**src/rtl/mux_pkg.sv**
```systemverilog
// Shared definitions for the MUX serial path.
//   - default geometry of the frame sequencer
//   - frame sequencer state encoding
//   - command record {chan, data, length} at the default geometry
//   - watchdogLast: last watchdog count still tolerated in SHIFT
package mux_pkg;

    localparam int unsigned DEF_CNT_WIDTH  = 3;
    localparam int unsigned DEF_DATA_WIDTH = 8;
    localparam int unsigned DEF_CHAN_WIDTH = 4;

    typedef enum logic [2:0] {
        ST_IDLE,
        ST_LOAD,
        ST_ARM,
        ST_SHIFT,
        ST_DONE
    } mux_state_e;

    typedef struct packed {
        logic [DEF_CHAN_WIDTH-1:0] chan;
        logic [DEF_DATA_WIDTH-1:0] data;
        logic [DEF_CNT_WIDTH-1:0]  length;
    } MUX_CMD_T;

    // A frame of maximum length keeps the counter busy for 2**cntWidth-1
    // SHIFT cycles; busy still high on the 2**cntWidth-th cycle is a fault.
    function automatic int unsigned watchdogLast(input int unsigned cntWidth);
        return (32'd1 << cntWidth) - 32'd1;
    endfunction

endpackage

```
**src/rtl/mux_shift_reg.sv**
```systemverilog
// Payload shift register for the MUX serial path.
//   CLK       in   system clock, rising edge
//   RSTn      in   asynchronous active-low reset
//   load      in   parallel load of loadData (wins over shiftEn)
//   loadData  in   WIDTH-bit payload
//   shiftEn   in   shift left by one, zero fill
//   msb       out  current most significant bit
module mux_shift_reg #(
    parameter int unsigned WIDTH = 8
) (
    input  logic             CLK,
    input  logic             RSTn,
    input  logic             load,
    input  logic [WIDTH-1:0] loadData,
    input  logic             shiftEn,
    output logic             msb
);

    logic [WIDTH-1:0] shreg;

    always_ff @(posedge CLK or negedge RSTn) begin
        if (!RSTn) begin
            shreg <= '0;
        end else if (load) begin
            shreg <= loadData;
        end else if (shiftEn) begin
            shreg <= {shreg[WIDTH-2:0], 1'b0};
        end
    end

    assign msb = shreg[WIDTH-1];

endmodule

```
**src/rtl/mux_frame_sequencer.sv**
```systemverilog
// Frame sequencer in front of the MUX bit counter.
// Takes one command per valid/ready handshake, loads its length into the
// counter, shifts the payload out MSB-first while the counter is busy and
// closes the frame with a one-cycle done pulse. A busy response that
// contradicts the commanded length, or a SHIFT phase that outlasts the
// longest legal frame, raises the sticky error flag.
//   CLK, RSTn        clock / asynchronous active-low reset
//   cmdValid/Ready   command handshake
//   cmdChannel/Data/Length   command fields
//   cntDataOut, cntLoad, cntClockEnable, cntBusy   bit counter interface
//   chanSel, chanEnable   MUX channel control
//   serialOut        serial data bit
//   done, error      frame complete pulse / sticky mismatch flag
module mux_frame_sequencer
    import mux_pkg::*;
#(
    parameter int unsigned CNT_WIDTH  = DEF_CNT_WIDTH,
    parameter int unsigned DATA_WIDTH = DEF_DATA_WIDTH,
    parameter int unsigned CHAN_WIDTH = DEF_CHAN_WIDTH
) (
    input  logic                  CLK,
    input  logic                  RSTn,
    input  logic                  cmdValid,
    output logic                  cmdReady,
    input  logic [CHAN_WIDTH-1:0] cmdChannel,
    input  logic [DATA_WIDTH-1:0] cmdData,
    input  logic [CNT_WIDTH-1:0]  cmdLength,
    output logic [CNT_WIDTH-1:0]  cntDataOut,
    output logic                  cntLoad,
    output logic                  cntClockEnable,
    input  logic                  cntBusy,
    output logic [CHAN_WIDTH-1:0] chanSel,
    output logic                  chanEnable,
    output logic                  serialOut,
    output logic                  done,
    output logic                  error
);

    localparam int unsigned WD_WIDTH = CNT_WIDTH + 1;
    localparam logic [WD_WIDTH-1:0] WD_LAST = WD_WIDTH'(watchdogLast(CNT_WIDTH));

    mux_state_e           state;
    logic [CNT_WIDTH-1:0] lenQ;
    logic [WD_WIDTH-1:0]  wdCount;
    logic                 accept;
    logic                 enterDone;
    logic                 errorHit;
    logic                 shShift;
    logic                 shMsb;

    assign accept  = (state == ST_IDLE) && cmdValid && cmdReady;
    assign shShift = (state == ST_SHIFT) && !enterDone;

    // Every path into DONE is decided here so the registered DONE outputs
    // are written in one place.
    always_comb begin
        errorHit  = 1'b0;
        enterDone = 1'b0;
        case (state)
            ST_ARM: begin
                errorHit  = (cntBusy != (lenQ != '0));
                enterDone = errorHit || (lenQ == '0);
            end
            ST_SHIFT: begin
                errorHit  = cntBusy && (wdCount == WD_LAST);
                enterDone = !cntBusy || errorHit;
            end
            default: begin
                errorHit  = 1'b0;
                enterDone = 1'b0;
            end
        endcase
    end

    mux_shift_reg #(
        .WIDTH (DATA_WIDTH)
    ) uShiftReg (
        .CLK      (CLK),
        .RSTn     (RSTn),
        .load     (accept),
        .loadData (cmdData),
        .shiftEn  (shShift),
        .msb      (shMsb)
    );

    always_ff @(posedge CLK or negedge RSTn) begin
        if (!RSTn) begin
            state          <= ST_IDLE;
            lenQ           <= '0;
            wdCount        <= '0;
            cmdReady       <= 1'b1;
            cntDataOut     <= '0;
            cntLoad        <= 1'b0;
            cntClockEnable <= 1'b0;
            chanSel        <= '0;
            chanEnable     <= 1'b0;
            serialOut      <= 1'b0;
            done           <= 1'b0;
            error          <= 1'b0;
        end else begin
            if (errorHit) begin
                error <= 1'b1;
            end
            if (enterDone) begin
                state          <= ST_DONE;
                cntClockEnable <= 1'b0;
                chanEnable     <= 1'b0;
                serialOut      <= 1'b0;
                done           <= 1'b1;
            end else begin
                case (state)
                    ST_IDLE: begin
                        if (accept) begin
                            state          <= ST_LOAD;
                            lenQ           <= cmdLength;
                            cntDataOut     <= cmdLength;
                            cntLoad        <= 1'b1;
                            cntClockEnable <= 1'b0;
                            chanSel        <= cmdChannel;
                            chanEnable     <= 1'b1;
                            cmdReady       <= 1'b0;
                            error          <= 1'b0;
                        end
                    end
                    ST_LOAD: begin
                        state          <= ST_ARM;
                        cntLoad        <= 1'b0;
                        cntClockEnable <= 1'b1;
                    end
                    ST_ARM: begin
                        state   <= ST_SHIFT;
                        wdCount <= '0;
                    end
                    ST_SHIFT: begin
                        serialOut <= shMsb;
                        wdCount   <= (wdCount == '1) ? wdCount : wdCount + 1'b1;
                    end
                    ST_DONE: begin
                        state    <= ST_IDLE;
                        done     <= 1'b0;
                        cmdReady <= 1'b1;
                    end
                    default: begin
                        state <= ST_IDLE;
                    end
                endcase
            end
        end
    end

endmodule

```
**config.mk**
```make
export PLATFORM = sky130hd
export DESIGN_NAME = mux_frame_sequencer
export DESIGN_NICKNAME = d
export VERILOG_FILES = /design/src/rtl/mux_pkg.sv /design/src/rtl/mux_shift_reg.sv /design/src/rtl/mux_frame_sequencer.sv
export SDC_FILE = /design/constraint.sdc
export NUM_CORES = 1
export LEC_CHECK = 0
export ABC_AREA = 1
export BUFFER_PORTS_ARGS = -buffer_cell sky130_fd_sc_hd__buf_2
export CAP_MARGIN = 30
export CORE_UTILIZATION = 40
export DETAILED_ROUTE_END_ITERATION = 6
export GPL_TIMING_DRIVEN = 0
export PLACE_DENSITY = 0.65
export SLEW_MARGIN = 20
export SYNTH_ARGS = -nofsm -noshare
export SYNTH_HDL_FRONTEND = slang
export SYNTH_HIERARCHICAL = 1
export SYNTH_SLANG_ARGS = --single-unit
export TNS_END_PERCENT = 50
```
**constraint.sdc**
```tcl
create_clock -name CLK -period 1.44 [get_ports CLK]
set_input_delay 0.432 -clock CLK [delete_from_list [all_inputs] [get_ports CLK]]
set_output_delay 0.432 -clock CLK [all_outputs]
set_load 0.01 [all_outputs]
```
* Yosys cells after proc, flatten, opt, wreduce, memory -nomap -nowiden *
Index checks and enable logic that the tools add are counted.

word-level totals
  register bits = 29
  input bits = 19

operators by class
  $add $sub $neg = 1
  equal/unequal tests = 11
  multiplexer cells = 25
  bitwise gates (word level) = 1
  reductions and logical operators = 27

operators by type and width
  operator               number
  $mux W8                2
  $reduce_bool A2 Y1     8
  $mux W1                13
  $pmux W3 S4            1
  $reduce_and A3 Y1      4
  $pmux W1 S2            5
  $pmux W4 S2            1
  $eq A3 B2 Y1 const B   2
  $logic_not A3 Y1       2
  $mux W3                2
  $ne A2 B2 Y1 const B   3
  $reduce_and A2 Y1      3
  $reduce_bool A3 Y1     2
  $add A4 B1 Y4 const B  1
  $eq A4 B3 Y1 const B   1
  $eq A4 B4 Y1 const B   1
  $logic_and A1 B1 Y1    4
  $mux W4                1
  $eq A3 B1 Y1 const B   1
  $eq A3 B3 Y1 const B   1
  $ne A3 B3 Y1 const B   1
  $logic_not A1 Y1       2
  $logic_or A1 B1 Y1     2
  $ne A1 B1 Y1           1
  $not A1 Y1             1

* Logic depth before layout (Yosys ltp) *
Gate-level depths: netlist of the first run.

  word-level depth = 8
  mapped depth = 9
  depth with buffers taken out = 8

* By module *
Netlist of the first run, hierarchy kept.

by module, submodules not included
  module               times used  cells an instance  area an instance (µm²)  seq. area each (µm²)
  mux_frame_sequencer  1           111                970.9                   526.8
  mux_shift_reg        1           43                 376.6                   200.2

* Worst setup path before layout of the first run *
Ideal clock, no wire load.

  path kind = register -> register
  start = reg state[1]
  end = reg uShiftReg.shreg[1]
  arrival = 1.296 ns
  data required time = 1.316 ns
  slack = 0.019 ns
  cell stages (with the launch flop) = 8
  period minus slack after synthesis = 1.421 ns
  cell sequence = dfrtp_1 nor2_1 nand4_4 clkinv_4 buf_6 inv_2 nand3_1 nand3_1

between the ends
  elaborated cells between the ends (all ways) = 10
  those cells by class = 2 x eq/ne; 2 x mux; 6 x reduce/logical

RTL lines
  item                                           line                        RTL
  start: declaration                             mux_frame_sequencer.sv:42   mux_state_e state;
  start signal: assignment                       mux_frame_sequencer.sv:88   state <= ST_IDLE;
  start signal: assignment                       mux_frame_sequencer.sv:105  state <= ST_DONE;
  start signal: assignment                       mux_frame_sequencer.sv:114  state <= ST_LOAD;
  $logic_not A3 Y1 (*)                           mux_frame_sequencer.sv:51   assign accept = (state == ST_IDLE) && cmdValid && cmdReady;
  $logic_and A1 B1 Y1 (*) (2 in a row)           mux_frame_sequencer.sv:51
  via accept                                     mux_frame_sequencer.sv:45   logic accept;
  $mux W8 or $reduce_bool A2 Y1 (tied branches)  --
  end signal: assignment                         mux_shift_reg.sv:25         shreg <= loadData;
  end signal: assignment                         mux_shift_reg.sv:27         shreg <= {shreg[WIDTH-2:0], 1'b0};
  end: declaration                               mux_shift_reg.sv:19         logic [WIDTH-1:0] shreg;

The timed path passes the listed nets; every way through them passes the cells marked *.
A chain may end at the register's enable or synchronous reset.

* Worst setup path in the final report of the first run *
  start = reg cmdReady
  end = out cmdReady

RTL lines
  item                      line                        RTL
  start: declaration        mux_frame_sequencer.sv:24   output logic cmdReady,
  start signal: assignment  mux_frame_sequencer.sv:91   cmdReady <= 1'b1;
  start signal: assignment  mux_frame_sequencer.sv:121  cmdReady <= 1'b0;
  start signal: assignment  mux_frame_sequencer.sv:141  cmdReady <= 1'b1;

No word-level cell between the ends.

==> Flow_metrics.wiki, run 1 <==
{| class="wikitable"
! Metric !! Value
|-
| Outcome || finished clean
|-
| Synthesized-area fraction occupied by and/or/nand/nor cells || 34.6%
|-
| Clock Latency Late Sink || 0.34 ns
|-
| Cell row count || 20
|-
| Post-Syn Instances || 154
|-
| Maximum fanout along the worst path || 2
|-
| Gp weighted congestion || 0.758
|-
| TritonCTS Buffers || 5
|-
| Share of async-settable or async-resettable flops after synthesis || between 90% and 100%
|-
| Pre-CTS WS || -0.179 ns
|-
| Total number of H-tree levels || 2
|-
| Crit Reg-Reg Startpoint || lenQ[0]
|-
| Total of hold buffers inserted after clock tree synthesis || 0
|-
| Share of Yosys cell area claimed by the top area cell type || 52.0%
|-
| GR peak layer || met2
|-
| Core Footprint || 3130 um^2
|-
| Clock-pin slew on the worst setup and hold paths || 0.10 ns
|-
| Total routing resource utilization after global routing || 18.8%
|-
| Overflow left after global routing || 0
|-
| Ratio of cells with drive above 1 in the final layout || 38.3%
|-
| Number of flops mapped to enable cells by yosys || 0
|-
| Startpoint-to-endpoint class of the critical path || reg -> out
|-
| DR vias || 1194
|-
| Element type at the critical path start || register
|-
| Slowest stage delay, CP || between 0.5 and 0.6 ns
|-
| Reg-to-reg setup timing slack || 0.05 ns
|-
| Worst path setup slack after routing || about 0.027 ns
|-
| Largest net degree at the start of global routing || 30
|-
| Synth cell types || 27
|-
| Number of buffers and inverters on the critical path || 1
|-
| Met2 demand-to-capacity share in global routing || 27.6%
|-
| Max-slew headroom at the worst pin || between 50% and 60%
|-
| Peak supply drop || 0.909 mV
|-
| Synthesized area divided by synthesized cell count || 8.75 um^2
|-
| Clock period minus final worst setup slack || about 1.4 ns
|-
| Largest clock skew in the final design || 0.0138 ns
|-
| Initial DRC count || 55
|-
| Wire length of the first global-routing pass || 4760 um
|-
| Flip-flop and latch count after synthesis || 29
|-
| Post-synthesis compound-gate area fraction || 4.36%
|-
| Setup violators final || 0
|-
| Final hold violation count || 0
|-
| Count of inserted antenna diode cells || 0
|-
| Total power density per cell area || 2000 nW/um^2
|-
| Total Wirelength || 2920 um
|-
| Worst Path Required || 1.01 ns
|-
| Proportion of synthesized chip area in sequential cells || approximately 54%
|-
| Met3 layer usage reported by global route || between 5 and 6%
|-
| Post-DRT Antenna Nets || 0
|-
| Arithmetic-cell share of the synthesized area counting full adders, half adders and majority gates || 1.86%
|-
| Worst-margin pin slew || 0.624 ns
|-
| Net count after synthesis || 175
|-
| Share of cell area taken by muxes after synthesis || 0%
|-
| Total stage count of the critical path || 1
|-
| Main combinational cell family by area after synthesis || simple AND/OR/NAND/NOR gates
|-
| Setup crit end kind || output pin
|-
| Clock tree from TritonCTS || yes
|-
| Family of cells with the greatest summed delay on the critical path || flip-flops
|-
| Max Cap Violations || 0
|-
| Leakage Power || 0.944 nW
|-
| Met1 track demand over resource || a little under a quarter
|-
| Most frequent cells after synthesis || 59 x sky130_fd_sc_hd__nand2_1, 28 x sky130_fd_sc_hd__dfrtp_1, 21 x sky130_fd_sc_hd__nand3_1
|-
| Most common flop cell mapped by yosys || sky130_fd_sc_hd__dfrtp_1
|-
| Half-perimeter wire length of the detailed placement result || between 1500 and 2000 um
|-
| Number of placed I/O pins || 33
|-
| Cell with the most instances after synthesis || sky130_fd_sc_hd__nand2_1
|-
| Crit path arrival time || 0.98 ns
|-
| Netlist area before placement || approximately 1300 um^2
|-
| Final Net Count || roughly 230
|-
| Residual DRC || 0
|-
| Cell count of the worst reg-to-reg path || 7
|-
| Final critical-path share of the clock period || a little over nine tenths
|-
| Crit path max-delay cell type || sky130_fd_sc_hd__dfstp_2
|-
| P&R area growth vs syn || 37.0%
|-
| Warnings from Yosys || 6
|-
| # clock sinks || 29
|-
| Number of detailed-routing iterations run before antenna repair || 4
|-
| DP Cell Count || 230
|-
| Post-Route Setup TNS || 0 ns
|-
| Overall die width || 60.0 um
|-
| Capture instance of the worst register-to-register path || wdCount[3]
|-
| Root Driver || sky130_fd_sc_hd__clkbuf_4
|-
| Parity-gate share of the synthesized area counting xor and xnor cells || 0.650%
|-
| Maximum buffer depth of the clock tree || 2
|-
| Final max-slew violation count || 0
|-
| Final Power || 0.00369 W
|-
| Initial antenna violation count || 0
|-
| Die area || ~3600 um^2
|-
| Highest clock frequency the design can meet || 708 MHz
|-
| Initial cell density of the core || 43.1%
|-
| Setup repair after global routing missed its margin || yes
|-
| DIE HEIGHT || 60.0 um
|-
| Detailed-route wire length per cell || 11.5 um
|-
| Tightest Hold Check Type || in -> async
|-
| Post-route non-filler standard cell count || 253
|-
| Vias/cell || 4.72
|-
| Vias in the first global route || 1090
|-
| Port Buffer Count || 32
|-
| Main area contributors after synthesis || sky130_fd_sc_hd__dfrtp_1 52%, sky130_fd_sc_hd__nand2_1 16%, sky130_fd_sc_hd__nand3_1 7.8%
|-
| Yosys top cell by area || sky130_fd_sc_hd__dfrtp_1
|-
| Critical path cell sequence || buf_6
|}
[registers in the layout, summed over array words and instances, names as in the netlist]
register / cells
chanEnable: 1
chanSel: 4
cmdReady: 1
cntClockEnable: 1
cntLoad: 1
done: 1
error: 1
lenQ: 3
serialOut: 1
state: 3
uShiftReg/shreg: 8
wdCount: 4
[where the power goes]
| part | internal (W) | switching [W] | total, W |
|---|---|---|---|
| registers | 0.00116 | 0.000239 | 0.00140 |
| clock network | 0.000283 | 0.000293 | 0.000575 |
| logic | 0.000783 | 0.000925 | 0.00171 |
[what timing repair did]
item | 4_1_cts | 5_1_grt
resized for setup | 7 | 16
pin swaps | 2 | 4
buffers inserted | 5 | 10
endpoints found under the setup margin | 16 | 20
[cell families after synthesis]
| kind of cell | after synthesis |
|---|---|
| DFF | 29 |
| buffers and inverters | 12 |
| and+or+nand+nor | 99 |
| xor gates and xnor gates | 1 |
| adders and majority gates | 2 |
| AOI/OAI and AO/OA | 11 |
[through the flow]
step	hold WS, ns	util, %	instance area, um^2
finish	0.0936	59.0	1850
global route	0.137	59.0	1850
CTS	0.120	54.2	1700
detailed placement	0.461	50.0	1560
global placement	0.452	50.0	1560
floorplan	0.136	-	1350
[worst max-delay path by stage]
stage	slack [ns]	start	endpoint
floorplan	0.02	state[1]	uShiftReg/shreg[1]
global placement	-0.15	state[1]	uShiftReg/shreg[2]
detailed placement	-0.18	state[1]	uShiftReg/shreg[5]
CTS	-0.007	lenQ[1]	wdCount[3]
global route	-0.03	wdCount[1]	done
finish	0.03	cmdReady	cmdReady
[cell usage in the layout (no fill, tap or decap), drive strengths merged]
cell type  Yosys  routed
xor2           1       1
nand3         22      22
o21ai          4       4
o21bai         1       1
nand4          2       2
inv            9       9
or3            1       1
o22ai          1       1
dfstp          1       1
or2            1       1
clkbuf         0       7
a21oi          5       5
buf            2      49
clkinv         1       2
ha             2       2
nor2          11      11
nand2         61      61
nor3           1       1
dfrtp         28      28
[layer usage]
metal	part of all wire (%)	vias up
li1	-	605
met1	45	558
met2	49	24
met3	3.8	7
met4	2.4	0
met5	0	-
[final cells by class]
type	instances	area [um^2]
Buffer	2	26.3
Timing Repair Buffer	47	292
Sequential cell	29	729
Inverter	10	45.0
Fill cell	270	1280
Multi-Input combinational cell	113	629
Clock buffer	7	65.1
Clock inverter	1	5.00
Tap cell	44	55.1
Note: power is estimated with default switching activity, not from simulation.
==> inputs of run 2 (changes only) <==
==> constraint.sdc (replaced) <==
create_clock -name CLK -period 1.44 [get_ports CLK]
set_input_delay 0.072 -clock CLK [delete_from_list [all_inputs] [get_ports CLK]]
set_output_delay 0.072 -clock CLK [all_outputs]
set_load 0.01 [all_outputs]
==> Flow_metrics.wiki, run 2 (synthesis gave the netlist of run 1 again) <==
{| class="wikitable"
! Metric !! Value
|-
| TritonCTS Buffers || 5
|-
| Crit path arrival time || 1.65 ns
|-
| Outcome || finished clean
|-
| Maximum fanout along the worst path || 7
|-
| Slowest stage delay, CP || approximately 0.40 ns
|-
| Half-perimeter wire length of the detailed placement result || between 1500 and 2000 um
|-
| Total routing resource utilization after global routing || 19.5%
|-
| Cell row count || 20
|-
| Count of inserted antenna diode cells || 0
|-
| Max-slew headroom at the worst pin || 57.9%
|-
| Number of buffers and inverters on the critical path || 1
|-
| Initial cell density of the core || 43.1%
|-
| Setup violators final || 0
|-
| Setup repair after global routing missed its margin || yes
|-
| Peak supply drop || ~0.9 mV
|-
| Worst-margin pin slew || 0.631 ns
|-
| Wire length of the first global-routing pass || 4910 um
|-
| Number of placed I/O pins || 33
|-
| Leakage Power || a little under 1 nW
|-
| Final hold violation count || 0
|-
| Final Net Count || 240
|-
| Worst Path Required || 1.70 ns
|-
| Final critical-path share of the clock period || 96.6%
|-
| Startpoint-to-endpoint class of the critical path || reg -> reg
|-
| Largest clock skew in the final design || 0.0155 ns
|-
| Maximum buffer depth of the clock tree || 2
|-
| Clock tree from TritonCTS || yes
|-
| Final Power || around 0.0036 W
|-
| Family of cells with the greatest summed delay on the critical path || simple AND/OR/NAND/NOR gates
|-
| Worst Hold Launch || cntBusy
|-
| Fin Hold WS || 0.0405 ns
|-
| Vias/cell || 4.67
|-
| Initial antenna violation count || 0
|-
| Port Buffer Count || 32
|-
| Post-DRT Antenna Nets || 0
|-
| Highest clock frequency the design can meet || 719 MHz
|-
| Root Driver || sky130_fd_sc_hd__clkbuf_4
|-
| Setup crit end kind || register
|-
| Crit Reg-Reg Startpoint || lenQ[0]
|-
| Combinational share of power || 45.0%
|-
| Largest Register || uShiftReg/shreg
|-
| Total number of H-tree levels || 2
|-
| Tightest Hold Check Type || in -> reg
|-
| P&R area growth vs syn || 44.8%
|-
| Initial DRC count || 74
|-
| Commonest non-fill, non-tap cells in the layout || 57 x sky130_fd_sc_hd__nand2_1, 32 x sky130_fd_sc_hd__buf_2, 26 x sky130_fd_sc_hd__dfrtp_1
|-
| Sequential share of power || 39.0%
|-
| Final max-slew violation count || 0
|-
| Max Cap Violations || 0
|-
| Total Wirelength || roughly 3000 um
|-
| Flip-flop count of the largest register after layout || 8
|-
| DR vias || around 1200
|-
| Origin of the worst setup path || lenQ[0]
|-
| Clock power frac || 16.0%
|-
| Residual DRC || 0
|-
| Overflow left after global routing || 0
|-
| Most common cell after layout, fill and taps aside || sky130_fd_sc_hd__nand2_1
|-
| Switching share of total power || about 40%
|-
| Ratio of cells with drive above 1 in the final layout || about a third
|-
| DIE HEIGHT || 60.0 um
|-
| Detailed-route wire length per cell || 11.4 um
|-
| Clock-pin slew on the worst setup and hold paths || 0.09 ns
|-
| Clock Latency Late Sink || 0.34 ns
|-
| Die area || 3600 um^2
|-
| Element type at the critical path start || register
|-
| Top flop regs || uShiftReg/shreg (8), chanSel (4), wdCount (4)
|-
| Cell internal power dissipation || 0.00217 W
|-
| Overall die width || 60.0 um
|-
| Clock period minus final worst setup slack || around 1.4 ns
|-
| Number of detailed-routing iterations run before antenna repair || 4
|-
| Total power density per cell area || 1850 nW/um^2
|-
| Gp weighted congestion || ~0.76
|-
| Vias in the first global route || 1141
|-
| Largest net degree at the start of global routing || 30
|-
| Reg-to-reg setup timing slack || about 0.05 ns
|-
| Crit path max-delay cell type || sky130_fd_sc_hd__or3_4
|-
| Core Footprint || 3130 um^2
|-
| Switching Power || 0.00144 W
|-
| # clock sinks || 29
|-
| Critical path cell sequence || or3_4 > ha_4 > inv_2 > nand2_4 > nand3_4 > nand2_1 > o21ai_1
|}
[run 2: cell types whose count changed in the layout (fill, tap and decap cells not counted)]
cell | previous run | this run
sky130_fd_sc_hd__buf_2 | 29 | 32
sky130_fd_sc_hd__buf_4 | 15 | 10
sky130_fd_sc_hd__buf_6 | 4 | 1
sky130_fd_sc_hd__dlygate4sd3_1 | 0 | 16
sky130_fd_sc_hd__inv_2 | 4 | 5
sky130_fd_sc_hd__inv_4 | 1 | 0
sky130_fd_sc_hd__nor2_1 | 7 | 6
sky130_fd_sc_hd__nor2_2 | 0 | 1
[run 2: power by group through the flow]
stage                     clock network, W  logic [W]  registers [W]
after floorplan                          0   0.000836        0.00146
after global placement                   0    0.00127        0.00139
after detailed placement                 0    0.00131        0.00141
after CTS                         0.000589    0.00145        0.00141
after global routing              0.000632    0.00183        0.00145
final                             0.000578    0.00162        0.00141
[run 2: path summary, 6_finish.rpt]
path                                  end  cells after the start
setup reg to reg               wdCount[3]                      7
hold / removal                      error                      3
min in group asynchronous  cntClockEnable                      2
hold reg to reg                 serialOut                      2
setup / recovery               wdCount[3]                      7
max in group asynchronous        state[0]                      2
[run 2: final cells by class]
class,instances,area (um^2)
Buffer,2,26.3
Clock buffer,7,65.1
Clock inverter,1,5.00
Fill cell,252,1180
Inverter,10,42.5
Multi-Input combinational cell,113,632
Sequential cell,29,729
Tap cell,44,55.1
Timing Repair Buffer,58,395
[run 2: what timing repair did]
action	4_1_cts	5_1_grt
hold endpoints to repair	43	0
setup buffers	4	6
hold buffers	16	0
endpoints found under the setup margin	15	19
resized for setup	6	14
pin swaps	4	5
[run 2: per-stage QoR]
step | instance area, um^2 | instances | TNS [ns] | utilization (%) | worst slack (ns)
3_5_place_dp | 1560 | 230 | -1.42 | 50.0 | -0.179
4_1_cts | 1850 | 258 | -0.0202 | 59.0 | -0.0105
6_report | 1950 | 264 | 0 | 62.4 | 0.0490
3_3_place_gp | 1560 | 230 | -1.12 | 50.0 | -0.154
2_1_floorplan | 1350 | 154 | 0 | - | 0.0194
5_1_grt | 1950 | 264 | -0.141 | 62.4 | -0.0363
[run 2: worst min-delay path: stages]
cell and delay [ns]:
sky130_fd_sc_hd__buf_2 0.14, sky130_fd_sc_hd__nand2_1 0.08, sky130_fd_sc_hd__a21oi_1 0.05
[run 2: per-layer routing]
| metal | part of all wire [%] | track usage, % |
|---|---|---|
| met1 | 45 | 24.2 |
| met2 | 50 | 29.5 |
| met3 | 2.9 | 5.19 |
| met4 | 2.6 | 13.0 |
| met5 | 0 | 0 |
==> inputs of run 3 (changes only) <==
- RECOVER_POWER: not set -> 100
==> Flow_metrics.wiki, run 3 (synthesis gave the netlist of run 1 again) <==
{| class="wikitable"
! Metric !! Value
|-
| Outcome || finished clean
|-
| Design area || 1930 um^2
|-
| Vias/cell || 4.70
|-
| Post-DP Area || 1560 um^2
|-
| Number of filler cells placed in the layout || 263
|-
| Maximum fanout along the worst path || 7
|-
| Commonest non-fill, non-tap cells in the layout || 57 x sky130_fd_sc_hd__nand2_1, 26 x sky130_fd_sc_hd__dfrtp_1, 20 x sky130_fd_sc_hd__nand3_1
|-
| Max Cap Violations || 0
|-
| Setup violators final || 0
|-
| Largest clock skew in the final design || between 0.01 and 0.015 ns
|-
| DR vias || between 1000 and 1500
|-
| Total routing resource utilization after global routing || 19.5%
|-
| Total power density per cell area || 1850 nW/um^2
|-
| Post-DRT Antenna Nets || 0
|-
| Fin Hold WS || between 0.04 and 0.05 ns
|-
| # clock sinks || 29
|-
| Total Wirelength || 3040 um
|-
| Total number of H-tree levels || 2
|-
| Cell row count || 20
|-
| Core Footprint || 3130 um^2
|-
| Peak supply drop || 0.853 mV
|-
| Final Net Count || 240
|-
| Clock period minus final worst setup slack || 1.39 ns
|-
| Setup crit end kind || register
|-
| Overall die width || 60.0 um
|-
| P&R area growth vs syn || 43.5%
|-
| Largest net degree at the start of global routing || 30
|-
| Initial cell density of the core || 43.1%
|-
| Maximum buffer depth of the clock tree || 2
|-
| Clock tree from TritonCTS || yes
|-
| Crit path arrival time || 1.65 ns
|-
| Half-perimeter wire length of the detailed placement result || 1940 um
|-
| Final Power || 0.00357 W
|-
| Residual DRC || 0
|-
| Root Driver || sky130_fd_sc_hd__clkbuf_4
|-
| TritonCTS Buffers || 5
|-
| Flip-flop count of the largest register after layout || 8
|-
| Worst Path Required || 1.70 ns
|-
| Util after Layout || ~60%
|-
| Pre-CTS WS || -0.179 ns
|-
| Die area || 3600 um^2
|-
| Highest clock frequency the design can meet || 719 MHz
|-
| DIE HEIGHT || 60.0 um
|-
| Gp weighted congestion || 0.758
|-
| Count of inserted antenna diode cells || 0
|-
| Setup repair after global routing missed its margin || yes
|-
| Vias in the first global route || 1141
|-
| Detailed-route wire length per cell || 11.5 um
|-
| Final hold violation count || 0
|-
| Largest Register || uShiftReg/shreg
|-
| Startpoint-to-endpoint class of the critical path || reg -> reg
|-
| Final max-slew violation count || 0
|-
| Most common cell after layout, fill and taps aside || sky130_fd_sc_hd__nand2_1
|-
| Number of placed I/O pins || 33
|-
| Clock-pin slew on the worst setup and hold paths || 0.09 ns
|-
| Max-slew headroom at the worst pin || 53.2%
|-
| Wire length of the first global-routing pass || 4910 um
|-
| Top flop regs || uShiftReg/shreg (8), chanSel (4), wdCount (4)
|-
| Clock Latency Late Sink || between 0.3 and 0.4 ns
|-
| Initial antenna violation count || 0
|-
| Initial DRC count || 69
|-
| Worst-margin pin slew || 0.702 ns
|-
| Leakage Power || 0.933 nW
|-
| Number of detailed-routing iterations run before antenna repair || 4
|-
| Worst path setup slack after routing || between 0.04 and 0.05 ns
|-
| Element type at the critical path start || register
|-
| Overflow left after global routing || 0
|-
| Final critical-path share of the clock period || between 90 and 100%
|-
| Port Buffer Count || 32
|-
| Ratio of cells with drive above 1 in the final layout || 28.2%
|-
| Tightest Hold Check Type || in -> reg
|}
-- run 3: per-stage QoR --
step	instances	TNS (ns)
floorplan	154	0
global placement	230	-1.12
detailed placement	230	-1.42
CTS	258	-0.0202
global route	264	-0.141
finish	264	0
-- run 3: worst paths after layout --
path                       depth (start not counted)             end               start  slack, ns
max                                                7      wdCount[3]             lenQ[0]       0.05
min                                                3           error             cntBusy       0.04
max reg2reg                                        7      wdCount[3]             lenQ[0]       0.05
min reg2reg                                        2       serialOut  uShiftReg/shreg[7]       0.48
max in group asynchronous                          2        state[0]                RSTn       0.66
min in group asynchronous                          2  cntClockEnable                RSTn       0.30
-- run 3: metal layers --
metal | vias to the layer above | GRT usage (%) | routed length, um
li1 | 627 | - | -
met1 | 584 | 24.2 | 1360
met2 | 23 | 29.5 | 1520
met3 | 8 | 5.19 | 87
met4 | 0 | 13.0 | 78
met5 | - | 0 | 0
-- run 3: where the power goes --
group | total (W) | switching, W | internal, W
clock network | 0.000577 | 0.000294 | 0.000283
logic | 0.00158 | 0.000912 | 0.000671
registers | 0.00141 | 0.000246 | 0.00116
-- run 3: final cells by class --
class | count | area [um^2] | share of cell area (%)
clock buffer | 7 | 65.1 | 3.37
sequential | 29 | 729 | 37.7
buffer | 2 | 26.3 | 1.36
inverter | 10 | 42.5 | 2.20
tap | 44 | 55.1 | 2.85
timing repair buffer | 58 | 378 | 19.5
multi-input combinational | 113 | 632 | 32.7
clock inverter | 1 | 5.00 | 0.259
-- run 3: timing repair --
action,CTS,global route
hold buffers,16,0
pin swaps,4,5
endpoints found under the hold margin,43,0
gates resized for setup,6,14
buffers inserted,4,6
setup endpoints to repair,15,19
-- run 3: worst max-delay path, cell delays in order (launching register included) --
cell                      delay (ns)
sky130_fd_sc_hd__dfrtp_1        0.39
sky130_fd_sc_hd__or3_4          0.40
sky130_fd_sc_hd__ha_4           0.16
sky130_fd_sc_hd__inv_2          0.06
sky130_fd_sc_hd__nand2_4        0.07
sky130_fd_sc_hd__nand3_4        0.11
sky130_fd_sc_hd__nand2_1        0.06
sky130_fd_sc_hd__o21ai_1        0.08
